### src/rtl/dispatch_ctrl.sv
// Dispatch scheduler between the decoder and the out-of-order back end.
// Holds one decoded instruction, tracks ROB/RS/LSB free capacity with credit
// counters, hands out ROB tags in order and steers each instruction to the
// reservation station or the load/store buffer.
module dispatch_ctrl #(
    parameter int ROB_DEPTH = 16,
    parameter int RS_DEPTH  = 16,
    parameter int LSB_DEPTH = 16,
    parameter int OP_W      = 6,
    parameter int TAG_W     = $clog2(ROB_DEPTH),
    parameter int LSB_KW    = $clog2(LSB_DEPTH) + 1
) (
    input  logic              clk_in,
    input  logic              rst_in,
    input  logic              rdy_in,
    input  logic              clear,
    input  logic              id_en,
    input  logic [1:0]        id_cls,
    input  logic [OP_W-1:0]   id_op,
    input  logic [4:0]        id_rs1,
    input  logic [4:0]        id_rs2,
    input  logic [4:0]        id_rd,
    input  logic [31:0]       id_imm,
    input  logic [31:0]       id_pc,
    output logic              id_ready,
    input  logic              rob_commit,
    input  logic [TAG_W-1:0]  rob_head,
    input  logic              rs_free,
    input  logic              lsb_free,
    input  logic [LSB_KW-1:0] lsb_kept,
    output logic              rs_en,
    output logic              lsb_en,
    output logic [OP_W-1:0]   iss_op,
    output logic [4:0]        iss_rs1,
    output logic [4:0]        iss_rs2,
    output logic [4:0]        iss_rd,
    output logic [31:0]       iss_imm,
    output logic [31:0]       iss_pc,
    output logic [TAG_W-1:0]  iss_tag,
    output logic              rob_en,
    output logic              ren_en,
    output logic [4:0]        ren_rd
);

    localparam logic [0:0] ST_EMPTY  = 1'b0;
    localparam logic [0:0] ST_HOLD   = 1'b1;

    localparam logic [1:0] CLS_LOAD  = 2'b01;
    localparam logic [1:0] CLS_STORE = 2'b10;

    // Credit counters share one width wide enough to hold the largest depth.
    localparam int ROB_CW = $clog2(ROB_DEPTH) + 1;
    localparam int RS_CW  = $clog2(RS_DEPTH) + 1;
    localparam int LSB_CW = $clog2(LSB_DEPTH) + 1;
    localparam int CR_W   = (ROB_CW > RS_CW) ? ((ROB_CW > LSB_CW) ? ROB_CW : LSB_CW)
                                             : ((RS_CW > LSB_CW) ? RS_CW : LSB_CW);

    // Index 0 = ROB, 1 = RS, 2 = LSB.
    localparam logic [2:0][CR_W-1:0] DEPTHS = {CR_W'(LSB_DEPTH), CR_W'(RS_DEPTH), CR_W'(ROB_DEPTH)};
    localparam logic [CR_W-1:0]  CR_ONE   = CR_W'(1);
    localparam logic [TAG_W-1:0] TAG_ONE  = TAG_W'(1);
    localparam logic [TAG_W-1:0] TAG_LAST = TAG_W'(ROB_DEPTH - 1);

    logic [0:0]      state_reg;
    logic [0:0]      state_next;
    logic [1:0]      cls_reg;
    logic [OP_W-1:0] op_reg;
    logic [4:0]      rs1_reg;
    logic [4:0]      rs2_reg;
    logic [4:0]      rd_reg;
    logic [31:0]     imm_reg;
    logic [31:0]     pc_reg;
    logic [TAG_W-1:0] tag_reg;

    logic            is_mem;
    logic            can_dispatch;
    logic            dispatch;
    logic            capture;
    logic [2:0]      take;
    logic [2:0]      give;
    logic [2:0]      avail;
    logic [CR_W-1:0] lsb_kept_w;
    logic [CR_W-1:0] lsb_clr;

    assign is_mem = (cls_reg == CLS_LOAD) || (cls_reg == CLS_STORE);

    // A release arriving in the same cycle counts as available capacity, so a
    // counter sitting at zero can still dispatch against the incoming free.
    assign can_dispatch = (state_reg == ST_HOLD) && avail[0] && (is_mem ? avail[2] : avail[1]);
    assign id_ready     = (state_reg == ST_EMPTY) || can_dispatch;
    assign dispatch     = can_dispatch && rdy_in && !clear;
    assign capture      = id_en && id_ready && rdy_in && !clear;

    assign take = {dispatch && is_mem, dispatch && !is_mem, dispatch};
    assign give = {lsb_free, rs_free, rob_commit};

    // Stores already committed stay resident in the LSB across a flush.
    assign lsb_kept_w = CR_W'(lsb_kept);
    assign lsb_clr    = (lsb_kept_w >= DEPTHS[2]) ? '0 : DEPTHS[2] - lsb_kept_w;

    genvar gi;
    generate
        for (gi = 0; gi < 3; gi++) begin : g_credit
            logic [CR_W-1:0] cr_reg;
            logic [CR_W-1:0] cr_next;
            logic [CR_W-1:0] clr_val;

            assign clr_val   = (gi == 2) ? lsb_clr : DEPTHS[gi];
            assign avail[gi] = (cr_reg != '0) || give[gi];

            // Next credit: consume on dispatch, return on free, saturate at depth.
            always_comb begin
                cr_next = cr_reg;
                if (clear) begin
                    cr_next = clr_val;
                end else if (take[gi] && !give[gi]) begin
                    cr_next = cr_reg - CR_ONE;
                end else if (give[gi] && !take[gi] && (cr_reg != DEPTHS[gi])) begin
                    cr_next = cr_reg + CR_ONE;
                end
            end

            // Credit register, frozen while the core is stalled.
            always_ff @(posedge clk_in or negedge rst_in) begin
                if (!rst_in) begin
                    cr_reg <= DEPTHS[gi];
                end else if (rdy_in) begin
                    cr_reg <= cr_next;
                end
            end
        end
    endgenerate

    // Buffer state: a new capture keeps us in HOLD even while the old entry leaves.
    always_comb begin
        state_next = state_reg;
        if (clear) begin
            state_next = ST_EMPTY;
        end else if (capture) begin
            state_next = ST_HOLD;
        end else if (dispatch) begin
            state_next = ST_EMPTY;
        end
    end

    // Single-entry instruction buffer and its state.
    always_ff @(posedge clk_in or negedge rst_in) begin
        if (!rst_in) begin
            state_reg <= ST_EMPTY;
            cls_reg   <= '0;
            op_reg    <= '0;
            rs1_reg   <= '0;
            rs2_reg   <= '0;
            rd_reg    <= '0;
            imm_reg   <= '0;
            pc_reg    <= '0;
        end else if (rdy_in) begin
            state_reg <= state_next;
            if (capture) begin
                cls_reg <= id_cls;
                op_reg  <= id_op;
                rs1_reg <= id_rs1;
                rs2_reg <= id_rs2;
                rd_reg  <= id_rd;
                imm_reg <= id_imm;
                pc_reg  <= id_pc;
            end
        end
    end

    // ROB tag allocator: in-order, wraps at ROB_DEPTH, realigns to head on flush.
    always_ff @(posedge clk_in or negedge rst_in) begin
        if (!rst_in) begin
            tag_reg <= '0;
        end else if (rdy_in) begin
            if (clear) begin
                tag_reg <= rob_head;
            end else if (dispatch) begin
                tag_reg <= (tag_reg == TAG_LAST) ? '0 : tag_reg + TAG_ONE;
            end
        end
    end

    // Registered issue port: strobes pulse for one cycle per dispatch, data holds.
    always_ff @(posedge clk_in or negedge rst_in) begin
        if (!rst_in) begin
            rob_en  <= 1'b0;
            rs_en   <= 1'b0;
            lsb_en  <= 1'b0;
            ren_en  <= 1'b0;
            ren_rd  <= '0;
            iss_op  <= '0;
            iss_rs1 <= '0;
            iss_rs2 <= '0;
            iss_rd  <= '0;
            iss_imm <= '0;
            iss_pc  <= '0;
            iss_tag <= '0;
        end else begin
            rob_en <= dispatch;
            rs_en  <= dispatch && !is_mem;
            lsb_en <= dispatch && is_mem;
            ren_en <= dispatch && (cls_reg != CLS_STORE) && (rd_reg != 5'd0);
            if (dispatch) begin
                ren_rd  <= rd_reg;
                iss_op  <= op_reg;
                iss_rs1 <= rs1_reg;
                iss_rs2 <= rs2_reg;
                iss_rd  <= rd_reg;
                iss_imm <= imm_reg;
                iss_pc  <= pc_reg;
                iss_tag <= tag_reg;
            end
        end
    end

endmodule

### config.mk
export PLATFORM = sky130hd
export DESIGN_NAME = dispatch_ctrl
export DESIGN_NICKNAME = d
export VERILOG_FILES = /design/src/rtl/dispatch_ctrl.sv
export SDC_FILE = /design/constraint.sdc
export NUM_CORES = 1
export LEC_CHECK = 0
export ABC_AREA = 1
export CAP_MARGIN = 30
export CORE_ASPECT_RATIO = 0.8
export CORE_MARGIN = 2
export CORE_UTILIZATION = 46
export CTS_BUF_LIST = sky130_fd_sc_hd__clkbuf_8
export DETAILED_ROUTE_END_ITERATION = 6
export GPL_ROUTABILITY_DRIVEN = 0
export HOLD_SLACK_MARGIN = 0.08
export PLACE_DENSITY_LB_ADDON = 0.15
export SLEW_MARGIN = 40
export SYNTH_ARGS = -nofsm -noshare
export SYNTH_HDL_FRONTEND = slang
export SYNTH_SLANG_ARGS = --single-unit
export TNS_END_PERCENT = 5
### constraint.sdc
create_clock -name clk_in -period 2.35 [get_ports clk_in]
set_input_delay 0.47 -clock clk_in [delete_from_list [all_inputs] [get_ports clk_in]]
set_output_delay 0.47 -clock clk_in [all_outputs]
set_load 0.005 [all_outputs]
Word level (Yosys, flattened, before mapping):

Index checks and enable logic that the tools add are counted.

* $add $sub $neg: 8
* multipliers: 0
* div/mod/pow operators: 0
* magnitude comparators: 1
* equal/unequal tests: 7
* shifts and indexed selects: 0
* multiplexer cells: 17
* bitwise operators: 1
* reductions and logical operators: 48

Operators by type and width (number)
* $mux W5: 10
* $logic_and A1 B1 Y1: 20
* $reduce_bool A5 Y1: 4
* $add A5 B1 Y5 const B: 3
* $ne A5 B5 Y1 const B: 3
* $sub A5 B1 Y5 const B: 3
* $mux W4: 3
* $reduce_and A2 Y1: 6
* $reduce_bool A3 Y1: 4
* $logic_not A1 Y1: 8
* $ge A5 B5 Y1 const B: 1
* $logic_or A1 B1 Y1: 5
* $sub A5 B5 Y5 const A: 1
* $add A4 B1 Y4 const B: 1
* $eq A4 B4 Y1 const B: 1
* $mux W1: 4
* $eq A2 B1 Y1 const B: 1
* $eq A2 B2 Y1 const B: 1
* $ne A2 B2 Y1 const B: 1
* $reduce_bool A2 Y1: 1
* $not A1 Y1: 1

* register bits after elaboration: 200
* bits in latches: 0
* memory bits (writable): 0
* memory bits (read-only): 0
* input port bits: 104
* word-level logic and storage cells: 105
* memories kept: 0

Logic depth before layout (Yosys ltp):

* depth after elaboration: 13
* depth in mapped cells: 21
* depth with buffers taken out: 21

Worst setup path before layout:

Ideal clock, no wire load.

* path type: reg-to-reg
* start: reg cls_reg[1]
* end: reg g_credit[0].cr_reg[4]
* setup time: 0.075 ns
* arrival time: 2.507 ns
* setup slack: -0.232 ns
* cell stages (with the launch flop): 15
* buffers on the path: 1
* period minus slack after synthesis: 2.582 ns
* cell sequence: dfrtp_1 -> ha_1 -> nor2_2 -> nand2_1 -> nor2_1 -> nor2_2 -> nand3_2 -> buf_6 -> nor2_4 -> inv_1 -> fa_1 -> o21ai_0 -> xor2_1 -> xnor2_1 -> a2bb2oi_1

* cells in the longest elaborated chain, start to end: 11

RTL lines
* start: declaration: RTL line 66 `logic [1:0] cls_reg;`
* start signal: assignment: RTL line 160 `cls_reg <= id_cls;`
* $eq A2 B1 Y1 / $eq A2 B2 Y1 (equally long branches): RTL line 85 `assign is_mem = (cls_reg == CLS_LOAD) || (cls_reg == CLS_STORE);`
* $logic_or A1 B1 Y1 (*): RTL line 85
* $mux W1 (*): RTL line 89 `assign can_dispatch = (state_reg == ST_HOLD) && avail[0] && (is_mem ? avail[2] : avail[1]);`
* $logic_and A1 B1 Y1 (*): RTL line 89
* $logic_and A1 B1 Y1 (*) (2 in series): RTL line 91 `assign dispatch = can_dispatch && rdy_in && !clear;`
* $logic_not A1 Y1: RTL line 118 `end else if (give[gi] && !take[gi] && (cr_reg != DEPTHS[gi])) begin`
* $logic_and A1 B1 Y1 (2 in series): RTL line 118
* $reduce_bool A3 Y1 (no source line)
* $reduce_and A2 Y1 (no source line)
* end signal: assignment: RTL line 126 `cr_reg <= DEPTHS[gi];`
* end signal: assignment: RTL line 128 `cr_reg <= cr_next;`
* end: declaration: RTL line 104 `logic [CR_W-1:0] cr_reg;`

Every way passes the cells marked *; elsewhere a longest branch is shown, timed or not.
A chain may end at the register's enable or synchronous reset.

Worst setup path after layout:

Ends and elaborated chain as after synthesis.

==> flow_summary_export.csv <==
group,metric,value,unit
global_routing,grt_pass1_vias,6429,
final_layout,drive_above_1_share,0.184,
yosys,syn_nets,961,
worst_setup_path,r2r_slack,-0.11,ns
worst_setup_path,crit_path_end_kind,"flop",
global_routing,grt_pass1_wl,32200,um
pwr,leakagePower,0.00563,uW
final_layout,final_util,0.644,
timing,post-route-period-util,1.05,
final_layout,diodes,0,
status,status,"finished with violations",
floorplanning,die-height,125,um
worst_setup_path,reg2reg_to,"g_credit[0].cr_reg[4]",
global_routing,grt_max_degree,59,
final_layout,final_cell_mix,"nand2_1 (270), clkdlybuf4s50_1 (200), dfrtp_1 (197)",
floorplanning,dieWidth,155,um
worst_setup_path,crit_type,"flop to flop",
floorplanning,die_area,0.0194,mm2
final_layout,multi_input_area,0.00303,mm2
routing,detail-route-antenna-nets,0,
routing,via_per_inst,4.85,
worst_hold_path,hp-start,"pc_reg[16]",
global_routing,antenna_found_initial,0,
global_routing,grt_usage,0.210,
final_layout,syn_to_final_growth,38.1,%
final_layout,fillCellCount,1459,
timing,fin_ws,-0.112,ns
worst_hold_path,hold_path_end,"iss_pc[16]",
timing,skew,0.0201,ns
global_routing,overflow,0,
worst_setup_path,crit_arrival,2.86,ns
pwr,p_per_area,983,mW/mm2
final_layout,fin_nets,1209,
status,violations,"setup timing",
clock_network,cts_htree_levels,4,
worst_setup_path,critPathLaunchType,"flop",
yosys,ys_ff_latch,200,
routing,drtIter0Drc,301,
routing,drt-met1-wl,9260,um
floorplanning,core_area,0.0180,mm2
clock_network,root_buffer,"clkbuf_8",
timing,worstMarginPinSlew,0.517,ns
worst_setup_path,crit_required,2.75,ns
placement,dp_hpwl,13500,um
worst_hold_path,hold_class,"flop to flop",
timing,hold_viol,0,
clock_network,clkSlewWorstSetupHoldPaths,0.11,ns
routing,via_count,6485,
final_layout,regArea,0.00501,mm2
timing,finalMaxSlewViolations,0,
clock_network,clock-sinks,200,
routing,routed.top_layer,"met4",
timing,fmax,0.406,GHz
routing,drc,0,
pwr,peakVddDrop,514,uV
timing,rsz0062_at_grt,"yes",
worst_hold_path,min_path_cells,2,
worst_setup_path,crit_fanout,4,
floorplanning,initial_core_util,0.466,
clock_network,clockBufferDepth,2,
timing,whs,0.467,ns
yosys,ys_seq_area_frac,0.596,
worst_setup_path,reg2regPathDepth,15,
timing,finalCriticalPeriod,2.46,ns
placement,portBuffers,202,
final_layout,layout_commonest_cell,"nand2_1",
worst_setup_path,r2r-start,"cls_reg[1]",
floorplanning,rows,44,
yosys,syn_avg_cell_area,9.93,um2
yosys,yosys_warnings,0,
floorplanning,num_io_pins,203,
job,max_cap_viol_count,0,
routing,wl_met2,8940,um
clock_network,cts_tree,"done",
yosys,yosys.cell_types.count,35,
yosys,syn_inst,846,
routing,wl,19400,um
yosys,synthesis.area,0.00840,mm2
routing,routed-wl-met3,990,um
routing,routedWlPerCell,14.5,um
routing,dr.pass1.iters,4,
clock_network,numCtsBuffers,17,
clock_network,worstSkewPairLatency,0.47,ns
timing,slew_headroom,0.655,
timing,setup_violations,4,
## Yosys cell counts
cell type | instances | share of area
nand2_1 | 280 | 0.13
dfrtp_1 | 197 | 0.59
inv_1 | 62 | 0.028
mux2_2 | 57 | 0.076
nor2_1 | 47 | 0.021
o21ai_0 | 42 | 0.025
a21oi_1 | 29 | 0.017
nand3_1 | 22 | 0.013
buf_2 | 17 | 0.010
ha_1 | 10 | 0.015
clkbuf_1 | 9 | 0.0040
buf_6 | 8 | 0.011
mux2_1 | 8 | 0.011
buf_4 | 5 | 0.0045
inv_2 | 5 | 0.0022
nand2_2 | 5 | 0.0037
xor2_1 | 5 | 0.0052
a31oi_1 | 4 | 0.0030
nor2_2 | 4 | 0.0030
o21ai_1 | 4 | 0.0024
dfstp_2 | 3 | 0.0094
nand4_1 | 3 | 0.0022
nor3_1 | 3 | 0.0018
o211ai_1 | 3 | 0.0027
xnor2_1 | 3 | 0.0031
nand3_2 | 2 | 0.0024
a22oi_1 | 1 | 0.00089
a2bb2oi_1 | 1 | 0.0010
a311oi_1 | 1 | 0.0010
fa_1 | 1 | 0.0024
nand3b_1 | 1 | 0.00089
nor2_4 | 1 | 0.0013
nor3_4 | 1 | 0.0019
nor4_1 | 1 | 0.00075
o21bai_1 | 1 | 0.00089
## what timing repair did
item | CTS | global route
setup buffers | 2 | 1
gates resized for setup | 11 | 25
endpoints found under the setup margin | 17 | 44
pin swaps | 9 | 10
hold endpoints to repair | 50 | 0
hold buffers | 1 | 0
## cells by family (layout without fill, tap and decap cells)
logic type	Yosys count	count (layout)	synth area share
xor gates and xnor gates	8	8	0.00834
AOI/OAI and AO/OA	86	86	0.0542
DFF	200	200	0.596
buffers and inverters	106	366	0.0593
muxes	65	65	0.0872
adders and majority gates	11	11	0.0173
and+or+nand+nor	370	370	0.177
## stage by stage
stage	area [um2]	TNS [ns]	setup slack (ns)	total power [uW]	cells
after CTS	11500	-0.293	-0.115	11500	1335
after floorplan	8430	-0.0822	-0.0822	6830	846
after detailed placement	11100	-24.26	-0.399	9230	1301
after global placement	11100	-21.48	-0.332	9130	1301
after global routing	11600	-1.96	-0.280	12200	1336
final	11600	-0.237	-0.112	11400	1336
## power breakdown
part	total, uW	switching, uW	internal [uW]
clock network	2220	1300	916
logic	3860	1490	2370
registers	5330	678	4650
total	11400	3470	7940
## metal layers
metal | vias up | GRT usage
met5 | - | 0
met4 | 0 | 0.0566
met3 | 12 | 0.0491
met2 | 154 | 0.327
met1 | 3138 | 0.296
li1 | 3181 | -
## layout make-up
class	count	share of cell area
Inverter	67	0.0217
Sequential cell	200	0.432
Clock buffer	18	0.0214
Clock inverter	13	0.0134
Multi-Input combinational cell	540	0.261
Tap cell	230	0.0248
Timing Repair Buffer	268	0.226
## worst max-delay path, cell delays in order (launching register included)
cell       delay [ns]
dfrtp_1          0.42
ha_4             0.28
nor2_4           0.12
nand2_2          0.07
nor2_2           0.10
nor2_2           0.05
buf_4            0.13
nand3_4          0.09
nor2_4           0.06
buf_4            0.14
ha_4             0.28
nand2_2          0.05
o21ai_2          0.14
xor2_1           0.17
xnor2_1          0.13
a2bb2oi_1        0.16
## worst max-delay path by stage
stage,startpoint,endpoint,slack (ns)
after floorplan,cls_reg[1],g_credit[0].cr_reg[4],-0.08
after global placement,lsb_free,g_credit[0].cr_reg[4],-0.33
after detailed placement,lsb_free,g_credit[0].cr_reg[4],-0.40
after CTS,cls_reg[1],g_credit[0].cr_reg[4],-0.11
after global routing,cls_reg[1],g_credit[0].cr_reg[4],-0.28
final,cls_reg[1],g_credit[0].cr_reg[4],-0.11
(Power assumes the default switching activity.)
